===== config.mk =====
export PLATFORM = sky130hd
export DESIGN_NAME = scaler_v_ctrl_flat
export DESIGN_NICKNAME = d
export VERILOG_FILES = /design/src/rtl/scaler_pkg.sv /design/src/rtl/scaler_v_ctrl_if.sv /design/src/rtl/scaler_v_pos_acc.sv /design/src/rtl/scaler_v_ctrl.sv /design/src/flat_wrapper.sv
export SDC_FILE = /design/constraint.sdc
export NUM_CORES = 1
export LEC_CHECK = 0
export ABC_CLOCK_PERIOD_IN_PS = 11700
export BUFFER_PORTS_ARGS = -buffer_cell sky130_fd_sc_hd__buf_2
export CELL_PAD_IN_SITES_DETAIL_PLACEMENT = 0
export CELL_PAD_IN_SITES_GLOBAL_PLACEMENT = 2
export CORE_AREA = 2 2 250 252
export CTS_CLUSTER_DIAMETER = 80
export DETAILED_ROUTE_END_ITERATION = 16
export DIE_AREA = 0 0 252 254
export PLACE_DENSITY = 0.88
export SKIP_LAST_GASP = 1
export SLEW_MARGIN = 20
export SYNTH_ARGS = -nofsm -noshare
export SYNTH_HDL_FRONTEND = slang
export SYNTH_SLANG_ARGS = --single-unit
export TNS_END_PERCENT = 5

===== constraint.sdc =====
create_clock -name clk -period 11.7 [get_ports clk]
set_clock_uncertainty 0.2 [all_clocks]
set_input_delay 1.17 -clock clk [delete_from_list [all_inputs] [get_ports clk]]
set_output_delay 1.17 -clock clk [all_outputs]
set_load 0.005 [all_outputs]

===== src/rtl/scaler_pkg.sv =====
// scaler_pkg
//   Shared constants, FSM state type and buffer-index helper for the
//   vertical scaler line scheduler.
//   Contents:
//     NUM_LINE_BUF : number of line buffers in the ring (5)
//     FRAC_W       : fractional bits of the vertical source position (12)
//     STEP_ONE     : step value meaning 1.0 source line per output line
//     v_state_e    : scheduler FSM states
//     buf_of(k)    : ring buffer holding source line k

package scaler_pkg;

    localparam int NUM_LINE_BUF = 5;
    localparam int FRAC_W       = 12;
    localparam int STEP_ONE     = 4096;

    typedef enum logic [1:0] {
        IDLE,
        WAIT,
        ISSUE,
        BUSY
    } v_state_e;

    // Source line k is always written into buffer k mod NUM_LINE_BUF.
    function automatic logic [2:0] buf_of(input logic [31:0] k);
        return 3'(k % 32'(NUM_LINE_BUF));
    endfunction

endpackage


===== src/rtl/scaler_v_ctrl_if.sv =====
// scaler_v_ctrl_if
//   Video timing, line-buffer select and datapath handshake signals of the
//   vertical scaler line scheduler.
//   Parameters: PHASE_W - width of the interpolation phase.
//   Signals:
//     hs_i, vs_i      : source line end / frame start pulses
//     line_done       : datapath finished the current output line
//     wr_sel          : buffer currently being written
//     rd_sel0..3      : buffers for source lines n-1 .. n+2
//     phase           : coefficient phase
//     line_go         : start of an output line
//     frame_done      : last output line of the frame completed
//     ovf             : sticky overwrite-of-unread-line flag
//   Modports: master = scheduler side, slave = video/datapath side.

interface scaler_v_ctrl_if #(
    parameter int PHASE_W = 4
);

    logic               hs_i;
    logic               vs_i;
    logic               line_done;
    logic [2:0]         wr_sel;
    logic [2:0]         rd_sel0;
    logic [2:0]         rd_sel1;
    logic [2:0]         rd_sel2;
    logic [2:0]         rd_sel3;
    logic [PHASE_W-1:0] phase;
    logic               line_go;
    logic               frame_done;
    logic               ovf;

    modport master (
        input  hs_i, vs_i, line_done,
        output wr_sel, rd_sel0, rd_sel1, rd_sel2, rd_sel3,
        output phase, line_go, frame_done, ovf
    );

    modport slave (
        output hs_i, vs_i, line_done,
        input  wr_sel, rd_sel0, rd_sel1, rd_sel2, rd_sel3,
        input  phase, line_go, frame_done, ovf
    );

endinterface


===== src/rtl/scaler_v_pos_acc.sv =====
// scaler_v_pos_acc
//   Fixed-point vertical source position accumulator (LINE_CNT_W.FRAC_W).
//   Ports:
//     clk, rst  : clock, synchronous active-high reset
//     load      : frame start, latch step_in and clear the position
//     step_in   : source lines per output line, unsigned 4.12
//     advance   : add the step once (output line completed)
//     line_n    : integer part of the position
//     phase     : top PHASE_W bits of the fractional part

module scaler_v_pos_acc
    import scaler_pkg::*;
#(
    parameter int PHASE_W    = 4,
    parameter int LINE_CNT_W = 12
) (
    input  logic                  clk,
    input  logic                  rst,
    input  logic                  load,
    input  logic [15:0]           step_in,
    input  logic                  advance,
    output logic [LINE_CNT_W-1:0] line_n,
    output logic [PHASE_W-1:0]    phase
);

    localparam int POS_W = LINE_CNT_W + FRAC_W;

    logic [15:0]      step;
    logic [POS_W-1:0] pos;

    // A zero step would freeze the position forever, so it is treated as 1.0.
    // Load has priority so an abort mid-line discards any pending advance.
    always_ff @(posedge clk) begin
        if (rst) begin
            step <= 16'(STEP_ONE);
            pos  <= '0;
        end else if (load) begin
            step <= (step_in == 16'd0) ? 16'(STEP_ONE) : step_in;
            pos  <= '0;
        end else if (advance) begin
            pos  <= pos + POS_W'(step);
        end
    end

    assign line_n = pos[POS_W-1:FRAC_W];
    assign phase  = pos[FRAC_W-1 -: PHASE_W];

endmodule


===== src/rtl/scaler_v_ctrl.sv =====
// scaler_v_ctrl
//   Line scheduler for the vertical scaler. Counts source lines written into
//   a ring of five line buffers, tracks the vertical source position and, for
//   each output line, selects four source buffers plus the phase and starts
//   the datapath with a line_go / line_done handshake.
//   Ports:
//     clk, rst          : clock, synchronous active-high reset
//     v_scale_step      : source lines per output line, unsigned 4.12
//     v_scale_line_size : output lines per frame
//     bus (master)      : timing inputs, buffer selects, phase, handshake
//   Build option:
//     SCALER_V_CTRL_OVF_DET_EN - when defined, ovf latches whenever a new
//     source line overwrites a buffer still needed by the line in flight;
//     otherwise ovf is constant 0.

module scaler_v_ctrl
    import scaler_pkg::*;
#(
    parameter int PHASE_W    = 4,
    parameter int LINE_CNT_W = 12
) (
    input  logic        clk,
    input  logic        rst,
    input  logic [15:0] v_scale_step,
    input  logic [15:0] v_scale_line_size,
    scaler_v_ctrl_if.master bus
);

    // Signed width large enough for n-1+3 and src_cnt-1 without wrapping.
    localparam int IW = LINE_CNT_W + 2;

    v_state_e              state;
    logic [LINE_CNT_W-1:0] src_cnt;
    logic [LINE_CNT_W-1:0] out_cnt;
    logic [15:0]           lines;
    logic [2:0]            wr_sel_q;
    logic [3:0][2:0]       rd_sel_q;
    logic [3:0][2:0]       rd_sel_next;
    logic [PHASE_W-1:0]    phase_q;
    logic [PHASE_W-1:0]    phase_acc;
    logic [LINE_CNT_W-1:0] line_n;
    logic                  line_go_q;
    logic                  frame_done_q;
    logic                  ovf_q;
    logic                  src_ready;
    logic                  acc_advance;

    // Buffer for row x of the 4-tap window: source line n-1+x clamped to the
    // lines received so far, so the top row replicates line 0.
    function automatic logic [2:0] sel_for(
        input logic [LINE_CNT_W-1:0] n,
        input logic [LINE_CNT_W-1:0] cnt,
        input int                    x
    );
        logic signed [IW-1:0] idx;
        logic signed [IW-1:0] top;
        idx = IW'(n) + IW'(x) - IW'(1);
        top = IW'(cnt) - IW'(1);
        if (idx > top) idx = top;
        if (idx < 0)   idx = '0;
        return buf_of(32'(idx[LINE_CNT_W-1:0]));
    endfunction

    assign acc_advance = (state == BUSY) && bus.line_done && !bus.vs_i;

    scaler_v_pos_acc #(
        .PHASE_W    (PHASE_W),
        .LINE_CNT_W (LINE_CNT_W)
    ) u_pos_acc (
        .clk     (clk),
        .rst     (rst),
        .load    (bus.vs_i),
        .step_in (v_scale_step),
        .advance (acc_advance),
        .line_n  (line_n),
        .phase   (phase_acc)
    );

    // A line can start once source lines n-1..n+2 are all in the ring.
    assign src_ready = ({1'b0, src_cnt} >= ({1'b0, line_n} + (LINE_CNT_W+1)'(3)));

    // Candidate selects for the next line; only sampled on entry to ISSUE.
    always_comb begin
        rd_sel_next = '0;
        for (int x = 0; x < 4; x++) begin
            rd_sel_next[x] = sel_for(line_n, src_cnt, x);
        end
    end

    // Scheduler FSM with source counting. vs_i restarts everything and wins
    // over a simultaneous hs_i; a line_done seen outside BUSY is dropped.
    always_ff @(posedge clk) begin
        if (rst) begin
            state        <= IDLE;
            lines        <= '0;
            src_cnt      <= '0;
            out_cnt      <= '0;
            wr_sel_q     <= '0;
            rd_sel_q     <= '0;
            phase_q      <= '0;
            line_go_q    <= 1'b0;
            frame_done_q <= 1'b0;
        end else begin
            line_go_q    <= 1'b0;
            frame_done_q <= 1'b0;
            if (bus.vs_i) begin
                lines    <= v_scale_line_size;
                src_cnt  <= '0;
                out_cnt  <= '0;
                wr_sel_q <= '0;
                state    <= WAIT;
            end else begin
                if (bus.hs_i) begin
                    if (src_cnt != '1) begin
                        src_cnt <= src_cnt + LINE_CNT_W'(1);
                    end
                    wr_sel_q <= (wr_sel_q == 3'(NUM_LINE_BUF - 1)) ? 3'd0 : wr_sel_q + 3'd1;
                end
                case (state)
                    IDLE: ;
                    WAIT: begin
                        if (16'(out_cnt) == lines) begin
                            frame_done_q <= 1'b1;
                            state        <= IDLE;
                        end else if (src_ready) begin
                            line_go_q <= 1'b1;
                            rd_sel_q  <= rd_sel_next;
                            phase_q   <= phase_acc;
                            state     <= ISSUE;
                        end
                    end
                    ISSUE: state <= BUSY;
                    BUSY: begin
                        if (bus.line_done) begin
                            out_cnt <= out_cnt + LINE_CNT_W'(1);
                            state   <= WAIT;
                        end
                    end
                    default: state <= IDLE;
                endcase
            end
        end
    end

`ifdef SCALER_V_CTRL_OVF_DET_EN
    logic ovf_hit;

    // Overwrite when the incoming line would leave more than five lines
    // between row n-1 of the line in flight and the write pointer:
    // (src_cnt+1) - (n-1) > 5, rearranged to stay unsigned.
    assign ovf_hit = bus.hs_i && !bus.vs_i && ((state == ISSUE) || (state == BUSY)) &&
                     ((IW'(src_cnt) + IW'(2)) > (IW'(line_n) + IW'(5)));

    // Sticky until reset so software can see a single lost line.
    always_ff @(posedge clk) begin
        if (rst) begin
            ovf_q <= 1'b0;
        end else if (ovf_hit) begin
            ovf_q <= 1'b1;
        end
    end
`else
    assign ovf_q = 1'b0;
`endif

    assign bus.wr_sel     = wr_sel_q;
    assign bus.rd_sel0    = rd_sel_q[0];
    assign bus.rd_sel1    = rd_sel_q[1];
    assign bus.rd_sel2    = rd_sel_q[2];
    assign bus.rd_sel3    = rd_sel_q[3];
    assign bus.phase      = phase_q;
    assign bus.line_go    = line_go_q;
    assign bus.frame_done = frame_done_q;
    assign bus.ovf        = ovf_q;

endmodule


===== src/flat_wrapper.sv =====
// flat-port wrapper written by rule: the top's interface ports become plain ports
module scaler_v_ctrl_flat import scaler_pkg::*;
#(
    parameter int PHASE_W    = 4,
    parameter int LINE_CNT_W = 12
)
  (clk, rst, v_scale_step, v_scale_line_size, bus_hs_i, bus_vs_i, bus_line_done, bus_wr_sel, bus_rd_sel0, bus_rd_sel1, bus_rd_sel2, bus_rd_sel3, bus_phase, bus_line_go, bus_frame_done, bus_ovf);
  scaler_v_ctrl_if #(.PHASE_W(PHASE_W)) bus_i ();
  input  logic clk;
  input  logic rst;
  input  logic [15:0] v_scale_step;
  input  logic [15:0] v_scale_line_size;
  input wire logic [$bits(bus_i.hs_i)-1:0] bus_hs_i;
  input wire logic [$bits(bus_i.vs_i)-1:0] bus_vs_i;
  input wire logic [$bits(bus_i.line_done)-1:0] bus_line_done;
  output wire logic [$bits(bus_i.wr_sel)-1:0] bus_wr_sel;
  output wire logic [$bits(bus_i.rd_sel0)-1:0] bus_rd_sel0;
  output wire logic [$bits(bus_i.rd_sel1)-1:0] bus_rd_sel1;
  output wire logic [$bits(bus_i.rd_sel2)-1:0] bus_rd_sel2;
  output wire logic [$bits(bus_i.rd_sel3)-1:0] bus_rd_sel3;
  output wire logic [$bits(bus_i.phase)-1:0] bus_phase;
  output wire logic [$bits(bus_i.line_go)-1:0] bus_line_go;
  output wire logic [$bits(bus_i.frame_done)-1:0] bus_frame_done;
  output wire logic [$bits(bus_i.ovf)-1:0] bus_ovf;
  assign bus_i.hs_i = bus_hs_i;
  assign bus_i.vs_i = bus_vs_i;
  assign bus_i.line_done = bus_line_done;
  assign bus_wr_sel = bus_i.wr_sel;
  assign bus_rd_sel0 = bus_i.rd_sel0;
  assign bus_rd_sel1 = bus_i.rd_sel1;
  assign bus_rd_sel2 = bus_i.rd_sel2;
  assign bus_rd_sel3 = bus_i.rd_sel3;
  assign bus_phase = bus_i.phase;
  assign bus_line_go = bus_i.line_go;
  assign bus_frame_done = bus_i.frame_done;
  assign bus_ovf = bus_i.ovf;
  scaler_v_ctrl #(.PHASE_W(PHASE_W), .LINE_CNT_W(LINE_CNT_W)) u_core (.clk(clk), .rst(rst), .v_scale_step(v_scale_step), .v_scale_line_size(v_scale_line_size), .bus(bus_i));
endmodule

# Word level (Yosys, flattened, before mapping)
# Cells that the tools add are included.
# word_totals
memories	0
mem_bits_rw	0
latch_bits	0
elab_cells	85
ff_bits	103
rom_bits	0
# op_classes
n_reduce_logical	14
magnitude_cmp	9
muxes	17
mul	0
n_bitwise	3
shifts	0
add_sub_neg	13
div	4
n_eq_ne	10
# op_table
cell	count
$mod 12x3->32 const B	4
$gt 14x14->1	4
$lt 14x1->1 const B	4
$mux 14	4
$mux 12	4
$sub 14x1->14 const B	3
$add 12x2->13 const B	3
$sub 12x1->13 const B	2
$add 12x1->12 const B	2
$add 24x16->24	1
$eq 12x16->1	1
$logic_not 16->1	1
$mux 16	1
$add 12x1->13 const B	1
$ge 12x13->1	1
$ne 12x12->1 const B	1
$mux 2	3
$pmux 2 s3	1
$reduce_and 3->1	2
$eq 2x2->1 const B	2
$ne 4x2->1 const B	1
$reduce_and 2->1	2
$reduce_and 4->1	1
$reduce_bool 4->1	1
15 further kinds	20

# Longest topological paths before layout
# Gate-level depths: netlist of run 1.
# depth
depth_word	7
ltp_mapped	60
mapped_depth_nobuf	53

# Modules after synthesis
# From an unflattened synthesis of run 1, not the netlist that was laid out.
# unflattened
hier_cells	2778
area_unflattened_um2	19633.8
# by_module_without_submodules
mod	area_per_inst_um2	cells_each	instances
scaler_v_ctrl	17151.4	2485	1
scaler_v_pos_acc	2482.4	293	1

# Worst setup path before layout of run 1
# No wires, ideal clock.
# synth_timing
path_type	register to register
start	reg u_core.u_pos_acc.pos[12]
end	reg u_core.rd_sel_q, in the netlist u_core.bus.rd_sel3[0]
stages_incl_launch_ff	59
setup_slack_ns	-0.911
arrival_ns	12.348
n_path_buf	7
path_cell_list	dfxtp_1 > buf_2 > buf_1 > inv_1 > ha_1 > nand3b_1 > xor2_1 > and3_1 > clkbuf_1 > nand2_1 > or4_4 > inv_2 > buf_4 > ha_1 > and4_1 > nand3_1 > a311o_1 > and4_1 > [23 not listed] > nand2_1 > o21ai_1 > nor3_2 > nand2_1 > xnor2_1 > ha_1 > or3_1 > nand3_1 > and4b_1 > xnor2_1 > ha_1 > nor2b_1 > o21ai_0 > mux2i_1 > o2111ai_1 > a211o_1 > or3_1 > nand3_1
# synth_between
elab_chain_cells	7
elab_cells_between_ends	10
cone_classes	add/sub (3); div (1); order compare (3); mux (2); reduce/logical (1)
# synth_rtl
element	line_no	source
from (decl)	scaler_v_pos_acc.sv:29	logic [POS_W-1:0] pos;
from (signal assigned)	scaler_v_pos_acc.sv:41	pos <= pos + POS_W'(step);
$add 12x2->13	scaler_v_ctrl.sv:57, scaler_v_ctrl.sv:80	
$sub 14x1->14	scaler_v_ctrl.sv:57	idx = IW'(n) + IW'(x) - IW'(1);
$gt 14x14->1	scaler_v_ctrl.sv:59	if (idx > top) idx = top;
$mux 14	scaler_v_ctrl.sv:59	
$lt 14x1->1	scaler_v_ctrl.sv:60	if (idx < 0) idx = '0;
$mux 12	scaler_v_ctrl.sv:60	
$mod 12x3->32	scaler_pkg.sv:26	return 3'(k % 32'(NUM_LINE_BUF));
to (signal assigned)	scaler_v_ctrl.sv:127	rd_sel_q <= rd_sel_next;
to (decl)	scaler_v_ctrl.sv:37	logic [3:0][2:0] rd_sel_q;
# Several ways; a longest one is shown, not always the timed one.
# A chain may end at the register's enable or synchronous reset.

# Final worst setup path of run 1
# layout_timing
start	reg u_core.u_pos_acc.pos[13]
end	reg u_core.rd_sel_q, in the netlist u_core.bus.rd_sel2[0]
# layout_between
elab_chain_cells	7
elab_cells_between_ends	10
cone_classes	add/sub (3); div (1); order compare (3); mux (2); reduce/logical (1)
# layout_rtl
element	line_no
$add 12x2->13	scaler_v_ctrl.sv:57
$sub 14x1->14	scaler_v_ctrl.sv:57
$gt 14x14->1	scaler_v_ctrl.sv:59
$mux 14	scaler_v_ctrl.sv:59
$lt 14x1->1	scaler_v_ctrl.sv:60
$mux 12	scaler_v_ctrl.sv:60
$mod 12x3->32	scaler_pkg.sv:26
# Several ways; a longest one is shown, not always the timed one.

==> flow_metrics.py, run 1 <==
metrics = {
    "yosys": {
        "synth-edff-count": 0,
        "synth_top_cell_area_share_pct": 9.97,
        "synthTopCellsByCount": "nor2_1, nand2_1, a21oi_1",
        "synthArstFlopShare_pct": 0,
        "synth_cell_types": 125,
        "synthTopCellsByArea": "dfxtp_1, ha_1, nor2_1, xnor2_1, nand2_1",
        "yosys.cell_count.top_type": "nor2_1",
        "synth_ff_type": "dfxtp_1",
        "syn_nets": 3125,
        "synth_seq_cells": 103,
        "synthCells": 2969,
        "yosys.area.top_type": "dfxtp_1",
        "synth-seq-area-share_pct": 9.97,
        "yosysWarnings": 0,
        "syn_area_um2": 20700,
        "syn_avg_cell_area_um2": 6.97,
    },
    "route": {
        "ant_nets": 0,
        "wirelength_mm": 75.8,
        "initialDrtViolationCount": 1899,
        "vias": 24769,
        "wl_per_cell_um": 18.8,
        "drt_first_pass_iters": 5,
        "post-route-drc-count": 0,
        "viasPerCell": 6.13,
    },
    "placed_design": {
        "dpl_worst_slack_ns": -0.325,
        "portBuffers": 57,
        "globalplace.congestion": 0.998,
        "place_hpwl_mm": 58.8,
        "place_area_um2": 23800,
    },
    "critical_path": {
        "crit_path_end": "u_core.bus.rd_sel2[0]",
        "crit_path_end_kind": "register",
        "r2r-start": "u_core.u_pos_acc.pos[13]",
        "startpoint_type": "register",
        "path_max_fanout": 6,
        "crit_start": "u_core.u_pos_acc.pos[13]",
        "critPathKind": "reg2reg",
        "cp_common_cell": "a21o_1",
        "worst_path_largest_cell_delay_ns": 0.44,
        "cp_slowest_cell": "or4_4",
        "r2r_cells": 49,
        "r2r_slack_ns": 0.38,
        "cp.required_ns": 11.81,
        "worstPathArrival_ns": 11.43,
        "reg2reg_to": "u_core.bus.rd_sel2[0]",
    },
    "sta": {
        "slew_violations": 0,
        "fin_ws_ns": 0.385,
        "fmax_mhz": 88.4,
        "timing.hold.ws_ns": 0.252,
        "max-slew-margin-rel_pct": 29.0,
        "hold_viol_final": 0,
        "finalCritPeriodShare_pct": 96.7,
        "rsz0062_at_grt": "yes",
        "min_period_ns": 11.32,
        "worst_pin_slew_ns": 1.05,
        "timing.final.setup_violations": 0,
    },
    "clock_network": {
        "cts_tree": "done",
        "hold_buffers": 0,
        "htree_num_levels": 3,
        "cts_buffers": 9,
        "clock_latency_ns": 0.39,
        "clock_path_buffers": 2,
        "cts_root_buf": "clkbuf_16",
        "cts_sinks": 103,
        "clk_pin_slew_ns": 0.10,
    },
    "cells_and_area": {
        "drive_above_1_share_pct": 23.9,
        "areaGrowthSynthToFinish_pct": 23.8,
        "fin_nets": 3400,
        "design_area_um2": 25600,
    },
    "grt": {
        "grt_antenna_before_repair": 0,
        "grt_pass1_vias": 23027,
        "grtUsageTotal_pct": 22.4,
        "grt_pass1_wl_mm": 120,
        "grt_overflow": 0,
        "grt_max_degree": 60,
    },
    "die": {
        "die_area_um2": 64000,
        "die_x_um": 252,
        "die_h_um": 254,
        "initial_core_util_pct": 33.8,
        "core_um2": 61300,
        "num_rows": 91,
        "io_pins": 59,
    },
    "pwr": {
        "power_frac_seq_pct": 8.6,
        "power.internal_mw": 2.05,
        "p_sw_mw": 2.17,
        "p_comb_share_pct": 84.0,
        "p_clk_share_pct": 7.4,
        "swShare_pct": 51.5,
        "vdd_ir_drop_max_uv": 156,
        "leakage_nw": 10.6,
        "power.density_nw_per_um2": 165,
    },
    "outcome": {
        "status": "finished, final reports clean",
    },
    "min_path": {
        "hold_class": "reg2reg",
    },
    "run": {
        "maxCapViolCount": 0,
    },
}
==> metrics by stage <==
step	total power [mW]	setup TNS [ns]	util, %	instances
CTS	3.89	-0.0708	39.6	3989
finish	4.22	0	41.8	4039
global route	4.55	-1.03	41.8	4038
detailed placement	3.53	-0.938	38.9	3970
floorplan	2.63	-0.0362	-	2969
global placement	3.50	0	38.9	3970
==> layout make-up <==
type                    count  area (um^2)
multi-input cells        2626        18900
diodes                      1         2.50
clock buffers               9          225
inverters                  80          303
clock inverters             6         53.8
fillers                  6239        35600
repair buffers            424         3090
flip-flops and latches    103         2070
well taps                 790          988
==> metal layers <==
layer	vias to the layer above	share of wire, %	GRT usage, %	routed length [um]
met4	0	3.8	8.71	2840
met3	155	5.1	1.78	3860
met2	914	46	37.3	35000
met1	11841	45	30.0	34100
met5	-	0	0	0
li1	11859	-	-	-
==> cell families after synthesis <==
logic type,synth area share [%]
flip-flops,9.97
multiplexers,6.12
AND/OR/NAND/NOR,30.4
buffers and inverters,5.44
other,0.0181
AO/OA/AOI/OAI,32.4
adder cells (fa/ha/maj),7.81
XOR/XNOR,7.86
==> cell usage in the layout, fill, tap and decap left out, types with 42 or more instances in the layout <==
cell,instances
buf_4,356
nor2_1,295
nand2_1,272
a21oi_1,194
o21ai_0,122
xnor2_1,113
nand3_1,112
ha_1,103
nor3_1,97
dfxtp_1,95
mux2i_1,80
nand4_1,75
inv_1,70
buf_2,58
xor2_1,57
a21o_1,52
o211ai_1,45
and3_1,42
or3_1,42
==> how the worst min path moves through the flow <==
stage	from	to	slack [ns]	cells past startpoint
2_1_floorplan	u_core.u_pos_acc.pos[3]	u_core.u_pos_acc.pos[3]	0.24	2
3_3_place_gp	u_core.u_pos_acc.pos[5]	u_core.u_pos_acc.pos[5]	0.24	2
5_1_grt	u_core.bus.phase[2]	u_core.bus.phase[2]	0.28	2
6_report	u_core.bus.phase[2]	u_core.bus.phase[2]	0.25	2
4_1_cts	u_core.bus.phase[2]	u_core.bus.phase[2]	0.25	2
3_5_place_dp	u_core.bus.phase[2]	u_core.bus.phase[2]	0.24	2
==> state kept, by name, indices dropped and copies added (netlist names) <==
signal                 cells
u_core.bus.rd_sel3         3
u_core.lines              16
u_core.bus.rd_sel2         3
u_core.bus.rd_sel1         3
u_core.state               2
u_core.src_cnt            12
u_core.u_pos_acc.step     16
u_core.bus.frame_done      1
u_core.bus.phase           4
u_core.out_cnt            12
u_core.bus.line_go         1
u_core.bus.rd_sel0         3
u_core.u_pos_acc.pos      24
u_core.bus.wr_sel          3
==> what timing repair did <==
action,4_1_cts,5_1_grt
gates cloned,1,1
endpoints found under the setup margin,8,12
buffers inserted,3,48
gates resized for setup,21,215
pin swaps,5,87
endpoints found under the hold margin,0,0
==> power groups by stage <==
| stage | logic, mW | clock network, mW | registers (mW) |
|---|---|---|---|
| 2_1_floorplan | 2.26 | 0 | 0.369 |
| 3_3_place_gp | 3.12 | 0 | 0.371 |
| 3_5_place_dp | 3.16 | 0 | 0.371 |
| 4_1_cts | 3.20 | 0.325 | 0.363 |
| 5_1_grt | 3.85 | 0.332 | 0.363 |
| 6_report | 3.55 | 0.311 | 0.362 |
==> worst max-delay path: cells and delay by family (launching register included) <==
family	cells	cell delay, ns
and+or+nand+nor	18	3.67
DFF	1	0.36
buffers and inverters	3	0.24
xor gates and xnor gates	4	1.00
AOI/OAI and AO/OA	16	3.62
adders and majority gates	5	1.15
muxes	3	1.00
Note: power is estimated with default switching activity, not from simulation.
==> run 2, diff against run 1 <==
- CELL_PAD_IN_SITES_DETAIL_PLACEMENT: 0 -> not set
- CELL_PAD_IN_SITES_GLOBAL_PLACEMENT: 2 -> not set
- CORE_AREA: 2 2 250 252 -> 2 2 197 199
- CTS_CLUSTER_SIZE: not set -> 28
- DIE_AREA: 0 0 252 254 -> 0 0 199 201
- PLACE_DENSITY: 0.88 -> 0.83
- SLEW_MARGIN: 20 -> 0
==> run 2 against run 1 <==
Net effect: hold slack better by 0.0083 ns; flip-flop and latch count did not move; setup slack got worse by 0.19 ns; clock power increased by 23%; power shrank 0.16%; global-route usage up 13 points; highest routed layer unchanged; sequential share of layout area barely moved; clock-buffer cell count did not move; combinational power decreased by 2%; non-clock buffer count is 21 higher; register-to-register slack got worse by 0.19 ns; first-iteration DRC count up 33%.
==> flow_metrics.py, run 2 (synthesis gave the netlist of run 1 again) <==
metrics = {
    "pwr": {
        "leakage_nw": 10.7,
        "total_power_mw": 4.22,
        "vdd_ir_drop_max_uv": 196,
        "power.density_nw_per_um2": 164,
    },
    "sta": {
        "hold_viol_final": 0,
        "fin_ws_ns": 0.196,
        "fmax_mhz": 86.9,
        "rsz0062_at_grt": "yes",
        "min_period_ns": 11.50,
        "max-slew-margin-rel_pct": 28.9,
        "finalCritPeriodShare_pct": 98.3,
        "slew_violations": 0,
        "worst_pin_slew_ns": 1.07,
        "timing.hold.ws_ns": 0.260,
        "timing.final.setup_violations": 0,
        "setup_tns_ns": 0,
    },
    "route": {
        "wl_per_cell_um": 19.6,
        "drt_first_pass_iters": 8,
        "viasPerCell": 6.69,
        "initialDrtViolationCount": 2526,
        "wirelength_mm": 74.2,
        "vias": 25319,
        "ant_nets": 0,
        "post-route-drc-count": 0,
    },
    "placed_design": {
        "dpl_worst_slack_ns": -0.394,
        "globalplace.congestion": 1.03,
        "place_hpwl_mm": 55.9,
        "portBuffers": 57,
    },
    "clock_network": {
        "cts_tree": "done",
        "clock_path_buffers": 2,
        "clk_pin_slew_ns": 0.09,
        "clock_latency_ns": 0.39,
        "htree_num_levels": 3,
        "cts_buffers": 9,
        "cts_sinks": 103,
        "cts_root_buf": "clkbuf_16",
        "hold_buffers": 0,
    },
    "die": {
        "num_rows": 72,
        "die_h_um": 201,
        "die_x_um": 199,
        "core_um2": 38100,
        "io_pins": 59,
        "initial_core_util_pct": 54.3,
        "die_area_um2": 40000,
    },
    "cells_and_area": {
        "mostFrequentLayoutCells": "buf_4, nor2_1, nand2_1",
        "insertedDiodeCount": 0,
        "largest_reg_flops": 24,
        "nFillCells": 3186,
        "mostFrequentLayoutCell": "buf_4",
        "drive_above_1_share_pct": 24.9,
        "areaGrowthSynthToFinish_pct": 24.0,
        "fin_nets": 3420,
        "reg.largest.list": "u_core.u_pos_acc.pos (24), u_core.lines (16), u_core.u_pos_acc.step (16)",
        "largest_register": "u_core.u_pos_acc.pos",
    },
    "grt": {
        "grt_pass1_vias": 23307,
        "grt_antenna_before_repair": 0,
        "grt_pass1_wl_mm": 117,
        "use_met2_pct": 58.6,
        "busiest_layer": "met2",
        "met1_usage_pct": 45.9,
        "grt_overflow": 0,
        "grtUsageTotal_pct": 35.0,
        "grt_max_degree": 53,
        "gr-usage-met3_pct": 3.85,
    },
    "critical_path": {
        "worst_path_largest_cell_delay_ns": 0.50,
        "cp.required_ns": 11.80,
        "crit_path_end_kind": "register",
        "startpoint_type": "register",
        "path_max_fanout": 10,
        "r2r_slack_ns": 0.20,
        "critPathKind": "reg2reg",
        "worstPathArrival_ns": 11.60,
        "cp_slowest_cell": "or4_4",
    },
    "outcome": {
        "status": "finished, final reports clean",
    },
    "run": {
        "maxCapViolCount": 0,
    },
    "min_path": {
        "hold_class": "reg2reg",
    },
}
run 2: cell types whose count changed in the layout (fill, tap and decap cells not counted), moves of 5 or more:
cell and delta:
buf_4 +22, nand3_1 -5, nand3_2 +5, nor2_2 -6, o21ai_0 +6, o21ai_1 -7
xnor2_1 -5, xnor2_2 +5
run 2: metrics by stage:
stage	util (%)	std cells	instance area, um^2
floorplan	-	2969	21000
global placement	61.3	3681	23400
detailed placement	61.3	3681	23400
CTS	63.3	3723	24100
global route	67.3	3787	25600
finish	67.3	3787	25600
run 2: final cells by class:
class	count	area [um^2]	share of cell area, %
Tap cell	518	648	2.53
Multi-Input combinational cell	2625	19000	74.1
Clock inverter	7	150	0.585
Clock buffer	9	225	0.878
Sequential cell	103	2070	8.08
Timing Repair Buffer	445	3240	12.6
Inverter	80	305	1.19
run 2: final timing paths:
check	start	end	cells past startpoint
max	u_core.u_pos_acc.pos[14]	u_core.bus.rd_sel1[1]	54
min reg2reg	u_core.u_pos_acc.pos[5]	u_core.u_pos_acc.pos[5]	2
min	u_core.u_pos_acc.pos[5]	u_core.u_pos_acc.pos[5]	2
max reg2reg	u_core.u_pos_acc.pos[14]	u_core.bus.rd_sel1[1]	54
run 2: routing by layer:
layer / share of wire, % / vias to the layer above / wire length [um]
li1: - / 11920 / -
met1: 42 / 11949 / 31000
met2: 47 / 1226 / 34900
met3: 7.3 / 224 / 5390
met4: 3.8 / 0 / 2840
met5: 0 / - / 0
run 2: timing repair:
action	4_1_cts	5_1_grt
endpoints found under the setup margin	12	12
pin swaps	29	89
buffers inserted	26	65
resized for setup	43	216
run 2: critical path: cells and delay by family, from the launching register on:
family	cells	cell delay (ns)
fa+ha+maj	6	1.42
compound gates	17	3.74
mux	2	0.31
simple gates	21	4.30
buf+inv	5	0.64
xor+xnor	3	0.44
flops	1	0.36
run 2: power by group:
group          switching, mW  internal, mW
combinational           1.97          1.50
clock                  0.166         0.217
sequential           0.00523         0.357
